$ cat src/rtl/mem_port_arbiter_pkg.sv
// Shared definitions for the fetch/data MMU port arbiter: FSM encoding,
// requester ids and the bus widths the MMU is built with.
package mem_port_arbiter_pkg;

  localparam int ADDR_W_DEF = 24;
  localparam int DATA_W_DEF = 32;

  typedef enum logic [1:0] {
    ST_IDLE    = 2'd0,
    ST_WAIT    = 2'd1,
    ST_RELEASE = 2'd2
  } state_t;

  localparam logic PORT_F = 1'b0;
  localparam logic PORT_D = 1'b1;

endpackage

$ cat src/rtl/mem_port_arbiter.sv
// Two-requester (fetch / data) arbiter in front of a single-ported MMU.
// One transaction in flight; all outputs are registered.
//
// Handshake: a requester raises req with its address/count/data stable and
// holds it until its done pulse; the MMU sees a strobe held from grant until
// the matching ready pulse (or the timeout abort), then one idle cycle.
module mem_port_arbiter
  import mem_port_arbiter_pkg::*;
#(
  parameter int ADDR_W       = ADDR_W_DEF,
  parameter int DATA_W       = DATA_W_DEF,
  parameter int STARVE_LIMIT = 4,
  parameter int TIMEOUT      = 64
) (
  input  logic              clk,
  input  logic              rst,
  input  logic              f_req,
  input  logic [ADDR_W-1:0] f_addr,
  input  logic [1:0]        f_cnt,
  output logic [DATA_W-1:0] f_rdata,
  output logic              f_done,
  input  logic              d_req,
  input  logic              d_we,
  input  logic [ADDR_W-1:0] d_addr,
  input  logic [1:0]        d_cnt,
  input  logic [DATA_W-1:0] d_wdata,
  output logic [DATA_W-1:0] d_rdata,
  output logic              d_done,
  output logic [ADDR_W-1:0] mem_address,
  output logic              mem_read,
  output logic              mem_write,
  output logic [DATA_W-1:0] mem_wdata,
  output logic [1:0]        mem_cnt,
  input  logic [DATA_W-1:0] mem_rdata,
  input  logic              mem_rready,
  input  logic              mem_wready,
  output logic              timeout_err,
  output logic [1:0]        dbg_state
);

  localparam int SW = $clog2(STARVE_LIMIT + 1);
  localparam int TW = $clog2(TIMEOUT + 1);

  state_t          state;
  logic            win;
  logic            win_we;
  logic [SW-1:0]   starve_cnt;
  logic [TW-1:0]   tmo_cnt;
  logic            f_wins;
  logic            ready_hit;

  assign dbg_state = state;

  // A waiting fetch only overtakes data once data has won STARVE_LIMIT times in a row.
  always_comb begin
    f_wins    = f_req && (!d_req || (starve_cnt == SW'(STARVE_LIMIT)));
    ready_hit = win_we ? mem_wready : mem_rready;
  end

  always_ff @(posedge clk) begin
    if (rst) begin
      state       <= ST_IDLE;
      win         <= PORT_F;
      win_we      <= 1'b0;
      starve_cnt  <= '0;
      tmo_cnt     <= '0;
      f_rdata     <= '0;
      f_done      <= 1'b0;
      d_rdata     <= '0;
      d_done      <= 1'b0;
      mem_address <= '0;
      mem_read    <= 1'b0;
      mem_write   <= 1'b0;
      mem_wdata   <= '0;
      mem_cnt     <= '0;
      timeout_err <= 1'b0;
    end else begin
      f_done <= 1'b0;
      d_done <= 1'b0;
      if (!f_req) starve_cnt <= '0;

      case (state)
        ST_IDLE: begin
          if (f_req || d_req) begin
            tmo_cnt <= '0;
            state   <= ST_WAIT;
            if (f_wins) begin
              win         <= PORT_F;
              win_we      <= 1'b0;
              mem_address <= f_addr;
              mem_cnt     <= f_cnt;
              mem_wdata   <= '0;
              mem_read    <= 1'b1;
              starve_cnt  <= '0;
            end else begin
              win         <= PORT_D;
              win_we      <= d_we;
              mem_address <= d_addr;
              mem_cnt     <= d_cnt;
              mem_wdata   <= d_wdata;
              mem_read    <= !d_we;
              mem_write   <= d_we;
              if (f_req && (starve_cnt != SW'(STARVE_LIMIT)))
                starve_cnt <= starve_cnt + 1'b1;
            end
          end
        end

        ST_WAIT: begin
          if (ready_hit || (tmo_cnt == TW'(TIMEOUT - 1))) begin
            mem_read  <= 1'b0;
            mem_write <= 1'b0;
            state     <= ST_RELEASE;
            if (win == PORT_F) f_done <= 1'b1;
            else               d_done <= 1'b1;
            if (!ready_hit) begin
              timeout_err <= 1'b1;
              if (win == PORT_F) f_rdata <= '0;
              else               d_rdata <= '0;
            end else if (!win_we) begin
              if (win == PORT_F) f_rdata <= mem_rdata;
              else               d_rdata <= mem_rdata;
            end
          end else begin
            tmo_cnt <= tmo_cnt + 1'b1;
          end
        end

        ST_RELEASE: state <= ST_IDLE;

        default: state <= ST_IDLE;
      endcase
    end
  end

endmodule
$ cat config.mk
export PLATFORM = sky130hd
export DESIGN_NAME = mem_port_arbiter
export DESIGN_NICKNAME = d
export VERILOG_FILES = /design/src/rtl/mem_port_arbiter_pkg.sv /design/src/rtl/mem_port_arbiter.sv
export SDC_FILE = /design/constraint.sdc
export NUM_CORES = 1
export LEC_CHECK = 0
export CAP_MARGIN = 20
export CELL_PAD_IN_SITES_DETAIL_PLACEMENT = 0
export CELL_PAD_IN_SITES_GLOBAL_PLACEMENT = 1
export CORE_MARGIN = 4
export CORE_UTILIZATION = 32
export CTS_CLUSTER_SIZE = 12
export DETAILED_ROUTE_END_ITERATION = 6
export GPL_TIMING_DRIVEN = 0
export HOLD_SLACK_MARGIN = 0.1
export PLACE_DENSITY_LB_ADDON = 0.1
export SYNTH_ARGS = -nofsm -noshare
export SYNTH_HDL_FRONTEND = slang
export SYNTH_SLANG_ARGS = --single-unit
$ cat constraint.sdc
create_clock -name clk -period 4.6 [get_ports clk]
set_input_delay 0.92 -clock clk [delete_from_list [all_inputs] [get_ports clk]]
set_output_delay 0.92 -clock clk [all_outputs]
set_load 0.05 [all_outputs]
==> results of run 1 <==
per-layer routing:
layer  vias to the layer above  wire length, um
met2                       182             8520
met3                        10             1380
met5                         -                0
met4                         0              147
li1                       2536                -
met1                      2487             7390
layout make-up:
cell class	count	area, um2	share of cell area (%)
buffer	51	201	2.32
clock buffer	19	453	5.21
clock inverter	11	168	1.93
inverter	5	18.8	0.216
multi-input combinational	323	2250	25.9
sequential	141	2820	32.4
tap	216	270	3.11
timing repair buffer	251	2510	28.9
per-stage QoR:
step	total power (uW)	setup slack (ns)	hold slack, ns	area [um2]	utilization, %
4_1_cts	3580	1.82	0.469	8700	54.2
3_3_place_gp	2130	1.49	0.448	8080	50.3
2_1_floorplan	1810	2.39	0.443	5300	-
5_1_grt	3690	1.67	0.485	8700	54.2
3_5_place_dp	2140	1.39	0.456	8080	50.3
6_report	3540	1.90	0.464	8700	54.2
kinds of logic after synthesis:
| kind of cell | Yosys count | share of synthesized area [%] |
|---|---|---|
| muxes | 27 | 5.20 |
| and+or+nand+nor | 110 | 9.97 |
| buffers and inverters | 56 | 4.16 |
| DFF | 141 | 53.3 |
| AOI/OAI and AO/OA | 183 | 26.7 |
| adders and majority gates | 3 | 0.709 |
registers in the layout, summed over array words and instances (netlist names):
register,count
d_done,1
d_rdata,32
mem_wdata,32
win,1
tmo_cnt,7
win_we,1
f_done,1
timeout_err,1
starve_cnt,3
mem_read,1
f_rdata,32
dbg_state,2
mem_address,24
mem_cnt,2
mem_write,1
placed cells by master, fill, tap and decap left out, drive strengths merged, types with 2 or more instances in the layout:
cell type,n
bufinv,4
a311oi,2
clkbuf,61
o21ai,34
o211ai,4
a41o,2
inv,5
dfxtp,141
nand2,12
a31oi,4
and2,3
nand2b,3
clkdlybuf4s50,251
nor2,39
or2,2
clkinv,5
clkinvlp,2
nor3b,2
a2bb2oi,32
nand3,35
nor3,6
o41ai,2
buf,9
ha,3
mux2i,26
nand4,2
a21oi,34
a32o,64
where the power goes:
group / switching, uW / internal [uW]
logic: 474 / 301
clock network: 503 / 928
registers: 40.2 / 1290
total: 1020 / 2520
how the worst min path moves through the flow:
| stage | startpoint | end | cells after the start |
|---|---|---|---|
| floorplan | tmo_cnt[6] | tmo_cnt[6] | 1 |
| global placement | d_rdata[5] | d_rdata[5] | 1 |
| detailed placement | d_rdata[25] | d_rdata[25] | 1 |
| CTS | d_rdata[3] | d_rdata[3] | 1 |
| global route | f_rdata[2] | f_rdata[2] | 1 |
| finish | f_rdata[2] | f_rdata[2] | 1 |
==> summary.txt, run 1 <==
Outcome
  – Status: complete, no violations

Global routing
  – Met1 Resource Use GR: 22.3%
  – GR Layer Usage met3: 6.07%
  – Grt ovf: 0
  – Vias in the first global route: 5,197
  – First-pass GRT wire length: 27,000 um
  – Largest net degree at the start of global routing: 17
  – Global-route usage over all layers: 18.3%
  – Initial antenna violation count: 0
  – GRT Max-Usage Layer: met2
  – Met2 Use GR: 30.4%

Final layout
  – Diodes inserted: 0
  – Share of layout cells above drive strength 1: 5.24%
  – Area grow syn2layout: 64.3%
  – Nets: 916
  – Non-filler cells, final: 1,017
  – FILL cells: 1,395

Placed design
  – PortBufs: 251
  – Final HPWL DP: 13,300 um
  – RePlAce Congestion: 0.746
  – Placed Cells: 987

Die
  – Die X: 137 um
  – Core ar.: 16,100 um2
  – Initial Util: 33.0%
  – Top Ports: 252
  – Die Ht: 137 um
  – Die footprint: 18,700 um2
  – Std cell rows: 46

Synth
  – Cell variety after synth: 40
  – Post-Syn Area: 5300 um2
  – Synth cell count leaders: dfxtp_1 (141), a32o_1 (64), clkbuf_1 (42), nor2_1 (39), nand3_1 (35)
  – Synth Warn #: 0
  – Synth area leaders: dfxtp_1 (53%), a32o_1 (12%), a2bb2oi_1 (5.3%)
  – Syn_area_per_cell: 10.2 um2
  – Syn nets: 646
  – Fraction of registers with async set/reset: 0%
  – Sequential area share after synthesis: 53.3%
  – Ys flop type: dfxtp_1
  – Count leader, synth: dfxtp_1
  – Cells after synthesis: 520
  – Yosys top cell area share: 53.3%
  – Biggest area consumer among synthesized cells: dfxtp_1
  – EDFF count, synth: 0
  – Synth Register Bits: 141

Critical path
  – Critical Path Start: f_req
  – Setup CP Type: in2reg
  – WP data required: 4.88 ns
  – Origin of the critical flop-to-flop path: starve_cnt[0]
  – Worst reg-to-reg path cell count: 8
  – Setup crit end: mem_wdata[11]
  – Family with the most delay on the worst path: buffers and inverters
  – CP cell instances: clkdlybuf4s50_1, a21boi_1, buf_2, clkbuf_1, a2bb2oi_1, nor2_1
  – Startpoint Class: input port
  – WP buf/inv: 3
  – Levels on crit path: 6
  – Largest fanout on the critical path: 10
  – R2R Setup Slk: 2.22 ns
  – Critical path's slowest cell: clkdlybuf4s50_1
  – R2R Path End: mem_wdata[11]
  – Arr. time, crit path: 2.98 ns
  – CP endpoint kind: flip-flop
  – Slowest cell delay on critical path: 0.52 ns

Power
  – Peak VDD IR: 257 uV
  – P_leak: 0.00318 uW
  – P per Cell Area: 407 nW/um2

Routing
  – Drt initial violations: 175
  – Via count: 5,215
  – Antenna viol nets, final: 0
  – Routed len/inst: 17.1 um
  – First drt pass iteration count: 4
  – Final wirelength: 17,400 um
  – DRC Markers: 0
  – Via-to-Cell Ratio: 5.13

Timing
  – Worst-Margin Slew: 0.990 ns
  – Min Tclk post-route: 2.70 ns
  – FMAX: 370 MHz
  – RSZ-0062 raised after global routing: no
  – # setup viols final: 0
  – Final period utilization: 58.7%
  – Final Max Tran Viols: 0
  – TNS Setup: 0 ns
  – Clk_skew: 0.0221 ns
  – Max-Slew Margin vs Limit: 33.5%
  – Final hold vios: 0

Clock network
  – Clk_lat worst skew: 0.42 ns
  – Post-CTS Setup Inserts: 0
  – Cts hold-fix bufs: 0
  – CTS tree: yes
  – Clock buffer count from CTS: 17
  – Sink Count: 141
  – Max clock buf depth: 2
  – H-tree depth: 4
  – Root Driver: clkbuf_16
  – Clock-pin slew on the worst setup and hold paths: 0.06 ns
  – PostCTS Resize Cnt: 0

Hold path
  – Path category of the worst min-delay check: reg2reg

Job
  – Max Cap Violations: 0
(Power assumes the default switching activity.)
==> run 2: changes to the inputs <==
--- a/config.mk
+++ b/config.mk
@@ -9,7 +9,7 @@
 export CELL_PAD_IN_SITES_DETAIL_PLACEMENT = 0
 export CELL_PAD_IN_SITES_GLOBAL_PLACEMENT = 1
 export CORE_MARGIN = 4
-export CORE_UTILIZATION = 32
+export CORE_UTILIZATION = 27
 export CTS_CLUSTER_SIZE = 12
 export DETAILED_ROUTE_END_ITERATION = 6
 export GPL_TIMING_DRIVEN = 0
==> constraint.sdc (replaced) <==
create_clock -name clk -period 2.35 [get_ports clk]
set_input_delay 0.47 -clock clk [delete_from_list [all_inputs] [get_ports clk]]
set_output_delay 0.47 -clock clk [all_outputs]
set_load 0.05 [all_outputs]
==> run 2 against run 1 <==
  * Global-route usage is 2.1 points lower
  * Clock-buffer cell count is 2 lower
  * Combinational power is 96% higher
  * Worst hold slack better by 0.0016 ns
  * Die area is 17% higher
  * Final cell count is 4.6% higher
  * Sequential share of layout area hardly changed
  * Non-clock buffer count is 1 higher
==> summary.txt, run 2 (same netlist as run 1, synthesis figures left out) <==
Power
  – Int Pwr: 4510 uW (+79%)
  – Clk pwr share: 37.8% (-2.6 points)
  – Logic pwr share: 22.9% (+1.0 points)
  – Power Total: 6650 uW (+88%)
  – Sw frac: 32.3% (+3.5 points)
  – P per Cell Area: 765 nW/um2 (+88%)
  – Seq pwr share: 39.3% (+1.6 points)
  – P_leak: 0.00316 uW (-0.47%)
  – Peak VDD IR: 481 uV (+87%)
  – Switching power: 2150 uW (+110%)

Global routing
  – Grt ovf: 0 (unchanged)
  – Vias in the first global route: 5,458 (+5.0%)
  – Initial antenna violation count: 0 (unchanged)
  – Global-route usage over all layers: 16.2% (-2.1 points)
  – First-pass GRT wire length: 28,800 um (+6.7%)
  – Largest net degree at the start of global routing: 17 (unchanged)

Critical path
  – WP data required: 1.88 ns (-3.00 ns)
  – WP buf/inv: 1 (-2)
  – CP cell instances: clkdlybuf4s50_1
  – CP endpoint kind: output port
  – Largest fanout on the critical path: 7 (-3)
  – Family with the most delay on the worst path: buffers and inverters
  – Setup CP Type: reg2out
  – Arr. time, crit path: 1.78 ns (-1.20 ns)
  – Critical path's slowest cell: clkdlybuf4s50_1
  – Startpoint Class: flip-flop
  – Slowest cell delay on critical path: 0.89 ns (+0.37 ns)

Timing
  – Max-Slew Margin vs Limit: 57.2% (+24 points)
  – Final Max Tran Viols: 0 (unchanged)
  – Min Tclk post-route: 2.25 ns
  – Final hold vios: 0 (unchanged)
  – Clk_skew: 0.00955 ns (-0.0125 ns)
  – Final period utilization: 95.9%
  – TNS Setup: 0 ns (unchanged)
  – # setup viols final: 0 (unchanged)
  – RSZ-0062 raised after global routing: yes
  – FMAX: 444 MHz
  – Worst-Margin Slew: 0.635 ns (-0.355 ns)

Routing
  – Via-to-Cell Ratio: 4.94 (-3.6%)
  – DRC Markers: 0 (unchanged)
  – First drt pass iteration count: 5 (+1)
  – Final wirelength: 18,300 um (+5.2%)
  – Routed len/inst: 17.2 um (+0.58%)
  – Antenna viol nets, final: 0 (unchanged)
  – Via count: 5,259 (+0.84%)
  – Drt initial violations: 221 (+26%)

Final layout
  – Area grow syn2layout: 64.3% (about the same)
  – Largest registers: d_rdata (32), f_rdata (32), mem_wdata (32)
  – Fin util: 45.8% (-8.4 points)
  – Commonest non-fill, non-tap cells in the layout: clkdlybuf4s50_1 (251), dfxtp_1 (141), a32o_1 (64)
  – Nets: 917 (+0.11%)
  – Diodes inserted: 0 (unchanged)
  – Share of layout cells above drive strength 1: 6.47% (+1.2 points)
  – Commonest non-fill, non-tap cell in the layout: clkdlybuf4s50_1

Die
  – Core ar.: 19,000 um2 (+18%)
  – Die Ht: 148 um (+8.3%)
  – Initial Util: 27.8% (-5.1 points)
  – Top Ports: 252 (unchanged)
  – Std cell rows: 50 (+8.7%)
  – Die X: 148 um (+8.3%)
  – Die footprint: 21,900 um2 (+17%)

Placed design
  – PortBufs: 251 (unchanged)
  – Final HPWL DP: 13,900 um (+4.4%)
  – RePlAce Congestion: 0.750 (+0.54%)

Clock network
  – Root Driver: clkbuf_16
  – H-tree depth: 4 (unchanged)
  – Sink Count: 141 (unchanged)
  – Max clock buf depth: 2 (unchanged)
  – Cts hold-fix bufs: 0 (unchanged)
  – Clock-pin slew on the worst setup and hold paths: 0.07 ns (about the same)
  – Clk_lat worst skew: 0.41 ns (about the same)
  – Clock buffer count from CTS: 17 (unchanged)
  – CTS tree: yes

Job
  – Max Cap Violations: 0 (unchanged)

Hold path
  – Path category of the worst min-delay check: reg2reg

Outcome
  – Status: complete, no violations
==> run 2: layout make-up <==
class                           instances  area (um2)
Clock inverter                         15         126
Inverter                                5        18.8
Sequential cell                       141        2820
Buffer                                 51         208
Fill cell                            1858       10300
Clock buffer                           17         425
Multi-Input combinational cell        323        2260
Tap cell                              260         325
Timing Repair Buffer                  252        2520
==> run 2: power groups by stage <==
stage | logic (uW) | clock network, uW | registers, uW
3_3_place_gp | 1520 | 0 | 2660
2_1_floorplan | 421 | 0 | 3120
6_report | 1520 | 2520 | 2610
4_1_cts | 1540 | 2590 | 2610
5_1_grt | 1630 | 2690 | 2630
3_5_place_dp | 1530 | 0 | 2660
==> run 2: stage by stage <==
stage | setup WS [ns] | hold slack, ns | instance area [um2] | cells
floorplan | 0.366 | 0.443 | 5300 | 520
detailed placement | -0.414 | 0.453 | 8130 | 1031
finish | 0.0972 | 0.465 | 8700 | 1064
global placement | -0.315 | 0.448 | 8130 | 1031
global route | -0.00342 | 0.480 | 8700 | 1064
CTS | 0.00639 | 0.468 | 8690 | 1063
==> run 2: final timing paths <==
kind,slack (ns),end,cells past startpoint,from
hold reg to reg,0.47,d_rdata[9],1,d_rdata[9]
setup reg to reg,0.21,f_rdata[6],6,tmo_cnt[0]
setup / recovery,0.1,dbg_state[1],1,dbg_state[1]
hold / removal,0.47,d_rdata[9],1,d_rdata[9]
==> run 2: layer usage <==
| layer | wire length (um) | track usage (%) |
|---|---|---|
| met3 | 1430 | 4.94 |
| met2 | 9020 | 28.0 |
| met5 | 0 | 0 |
| met1 | 7720 | 19.7 |
| met4 | 182 | 4.34 |
==> run 2: repair_timing <==
action | 4_1_cts | 5_1_grt
setup buffers | 0 | 0
endpoints found under the setup margin | 0 | 32
resized for setup | 0 | 11
==> run 3: changes to the inputs <==
--- a/config.mk
+++ b/config.mk
@@ -14,7 +14,7 @@
 export DETAILED_ROUTE_END_ITERATION = 6
 export GPL_TIMING_DRIVEN = 0
 export HOLD_SLACK_MARGIN = 0.1
-export PLACE_DENSITY_LB_ADDON = 0.1
+export PLACE_DENSITY = 0.79
 export SYNTH_ARGS = -nofsm -noshare
 export SYNTH_HDL_FRONTEND = slang
 export SYNTH_SLANG_ARGS = --single-unit
==> constraint.sdc (replaced) <==
create_clock -name clk -period 2 [get_ports clk]
set_input_delay 0.4 -clock clk [delete_from_list [all_inputs] [get_ports clk]]
set_output_delay 0.4 -clock clk [all_outputs]
set_load 0.05 [all_outputs]
==> run 3 against run 2 <==
  * First-iteration DRC count shrank 8.1%
  * Die area is the same
  * Clock power grew 33%
  * Worst hold slack lost 0.054 ns
  * Global-route usage is essentially flat
  * Clock skew shrank 0.0015 ns
  * Sequential share of layout area shrank 1.2 points
  * Combinational power grew 18%
  * Wire length grew 0.75%
  * Critical path type unchanged
==> summary.txt, run 3 (same netlist as run 1, synthesis figures left out) <==
Clock network
  – Clock buffer count from CTS: 17 (unchanged)
  – Root Driver: clkbuf_16
  – CTS tree: yes
  – Max clock buf depth: 2 (unchanged)
  – H-tree depth: 4 (unchanged)
  – Sink Count: 141 (unchanged)
  – Clk_lat worst skew: 0.42 ns (about the same)
  – Clock-pin slew on the worst setup and hold paths: 0.06 ns (about the same)

Routing
  – Final wirelength: 18,500 um (+0.75%)
  – DRC Markers: 0 (unchanged)
  – Drt initial violations: 203 (-8.1%)
  – Via-to-Cell Ratio: 4.90 (-0.88%)
  – Via count: 5,193 (-1.3%)
  – Routed len/inst: 17.4 um (+1.1%)
  – First drt pass iteration count: 7 (+2)
  – Antenna viol nets, final: 0 (unchanged)

Outcome
  – Status: complete, no violations

Final layout
  – Commonest non-fill, non-tap cells in the layout: clkdlybuf4s50_1 (154), dfxtp_1 (140), dlymetal6s2s_1 (76)
  – FILL cells: 1,862 (+0.22%)
  – Diodes inserted: 0 (unchanged)
  – Commonest non-fill, non-tap cell in the layout: clkdlybuf4s50_1
  – Nets: 915 (-0.22%)
  – Area grow syn2layout: 70.8%
  – Fin util: 47.6% (+1.8 points)
  – Largest registers: d_rdata (32), f_rdata (32), mem_wdata (32)
  – Share of layout cells above drive strength 1: 8.50% (+2.0 points)

Power
  – Switching power: 2410 uW (+12%)
  – P per Cell Area: 907 nW/um2 (+19%)
  – Int Pwr: 5800 uW (+29%)
  – Seq pwr share: 37.3% (-2.0 points)
  – Sw frac: 29.4% (-2.9 points)
  – Logic pwr share: 21.9% (-1.0 points)
  – P_leak: 0.00461 uW (+46%)
  – Peak VDD IR: 539 uV (+12%)
  – Power Total: 8210 uW (+23%)
  – Clk pwr share: 40.8% (+3.0 points)

Timing
  – Min Tclk post-route: 1.97 ns
  – Final worst setup slack: 0.0254 ns (-0.0718 ns)
  – RSZ-0062 raised after global routing: yes
  – FMAX: 506 MHz
  – # setup viols final: 0 (unchanged)
  – Final hold vios: 0 (unchanged)
  – Final Max Tran Viols: 0 (unchanged)
  – Final period utilization: 98.7%
  – Max-Slew Margin vs Limit: 61.2% (+3.9 points)
  – Worst-Margin Slew: 0.581 ns (-0.0541 ns)
  – Clk_skew: 0.00810 ns (-0.00145 ns)
  – Hold Slack: 0.412 ns (-0.0539 ns)

Job
  – Max Cap Violations: 0 (unchanged)

Critical path
  – Largest fanout on the critical path: 2 (-5)
  – Critical path's slowest cell: clkdlybuf4s50_1
  – Arr. time, crit path: 1.57 ns (-0.21 ns)
  – Family with the most delay on the worst path: buffers and inverters
  – WP data required: 1.60 ns (-0.28 ns)
  – CP cell instances: clkdlybuf4s50_1
  – CP endpoint kind: output port
  – Setup CP Type: reg2out
  – WP buf/inv: 1 (unchanged)
  – Startpoint Class: flip-flop
  – Slowest cell delay on critical path: 0.82 ns (-0.07 ns)

Die
  – Top Ports: 252 (unchanged)
  – Die footprint: 21,900 um2 (unchanged)
  – Die Ht: 148 um (unchanged)
  – Initial Util: 27.8% (unchanged)
  – Std cell rows: 50 (unchanged)
  – Die X: 148 um (unchanged)
  – Core ar.: 19,000 um2 (unchanged)

Global routing
  – Largest net degree at the start of global routing: 17 (unchanged)
  – First-pass GRT wire length: 28,500 um (-1.1%)
  – Grt ovf: 0 (unchanged)
  – Global-route usage over all layers: 16.2% (+0.025 points)
  – Initial antenna violation count: 0 (unchanged)
  – Vias in the first global route: 5,250 (-3.8%)

Hold path
  – Path category of the worst min-delay check: in2reg

Placed design
  – PortBufs: 251 (unchanged)
  – Dpl ws: -0.608 ns (-0.194 ns)
  – Final HPWL DP: 13,600 um (-1.8%)
  – RePlAce Congestion: 0.801 (+6.9%)
==> run 3: cell count changes in the layout (fill, tap and decap cells not counted), moves of 4 or more <==
cell             previous run  this run
clkdlybuf4s50_1           251       154
dlymetal6s2s_1              0        76
dlygate4sd2_1               0        21
clkbuf_1                   38        27
inv_6                       8         0
clkbuf_2                    5        10
bufinv_16                   0         4
==> run 3: timing repair <==
| action | in CTS | in global routing |
|---|---|---|
| pin swaps | 0 | 1 |
| hold buffers | 0 | 0 |
| setup endpoints to repair | 127 | 203 |
| buffers inserted | 0 | 0 |
| gates resized for setup | 41 | 104 |
==> run 3: final timing paths <==
path	start	to	slack, ns	cells after the start
setup / recovery	d_rdata[8]	d_rdata[8]	0.03	1
hold / removal	d_req	starve_cnt[1]	0.41	3
setup reg to reg	win_we	tmo_cnt[5]	0.05	5
hold reg to reg	f_rdata[18]	f_rdata[18]	0.46	1
==> run 3: metrics by stage <==
stage,TNS (ns),instance area (um2),instances
6_report,0,9050,1060
5_1_grt,-0.154,9050,1060
4_1_cts,0,8790,1061
3_5_place_dp,-65.89,8130,1031
3_3_place_gp,-65.77,8130,1031
2_1_floorplan,0,5300,520
==> run 3: power groups by stage <==
stage | Sequential (uW) | Combinational (uW) | Clock (uW)
after global placement | 3120 | 1800 | 0
after floorplan | 3670 | 495 | 0
final | 3060 | 1790 | 3350
after CTS | 3060 | 1810 | 3430
after detailed placement | 3120 | 1800 | 0
after global routing | 3080 | 1910 | 3540
==> run 3: final cells by class <==
class | count | area, um2 | share of cell area, %
repair buffers | 251 | 2680 | 29.6
inverters | 5 | 18.8 | 0.207
plain buffers | 50 | 228 | 2.52
clock buffers | 19 | 453 | 5.01
multi-input cells | 323 | 2350 | 26.0
flip-flops and latches | 141 | 2820 | 31.2
clock inverters | 11 | 168 | 1.85
well taps | 260 | 325 | 3.60
==> run 3: per-layer routing <==
layer	part of all wire (%)	track usage (%)
met1	42	19.9
met2	49	27.1
met3	6.7	5.03
met4	2.4	5.82
met5	0	0
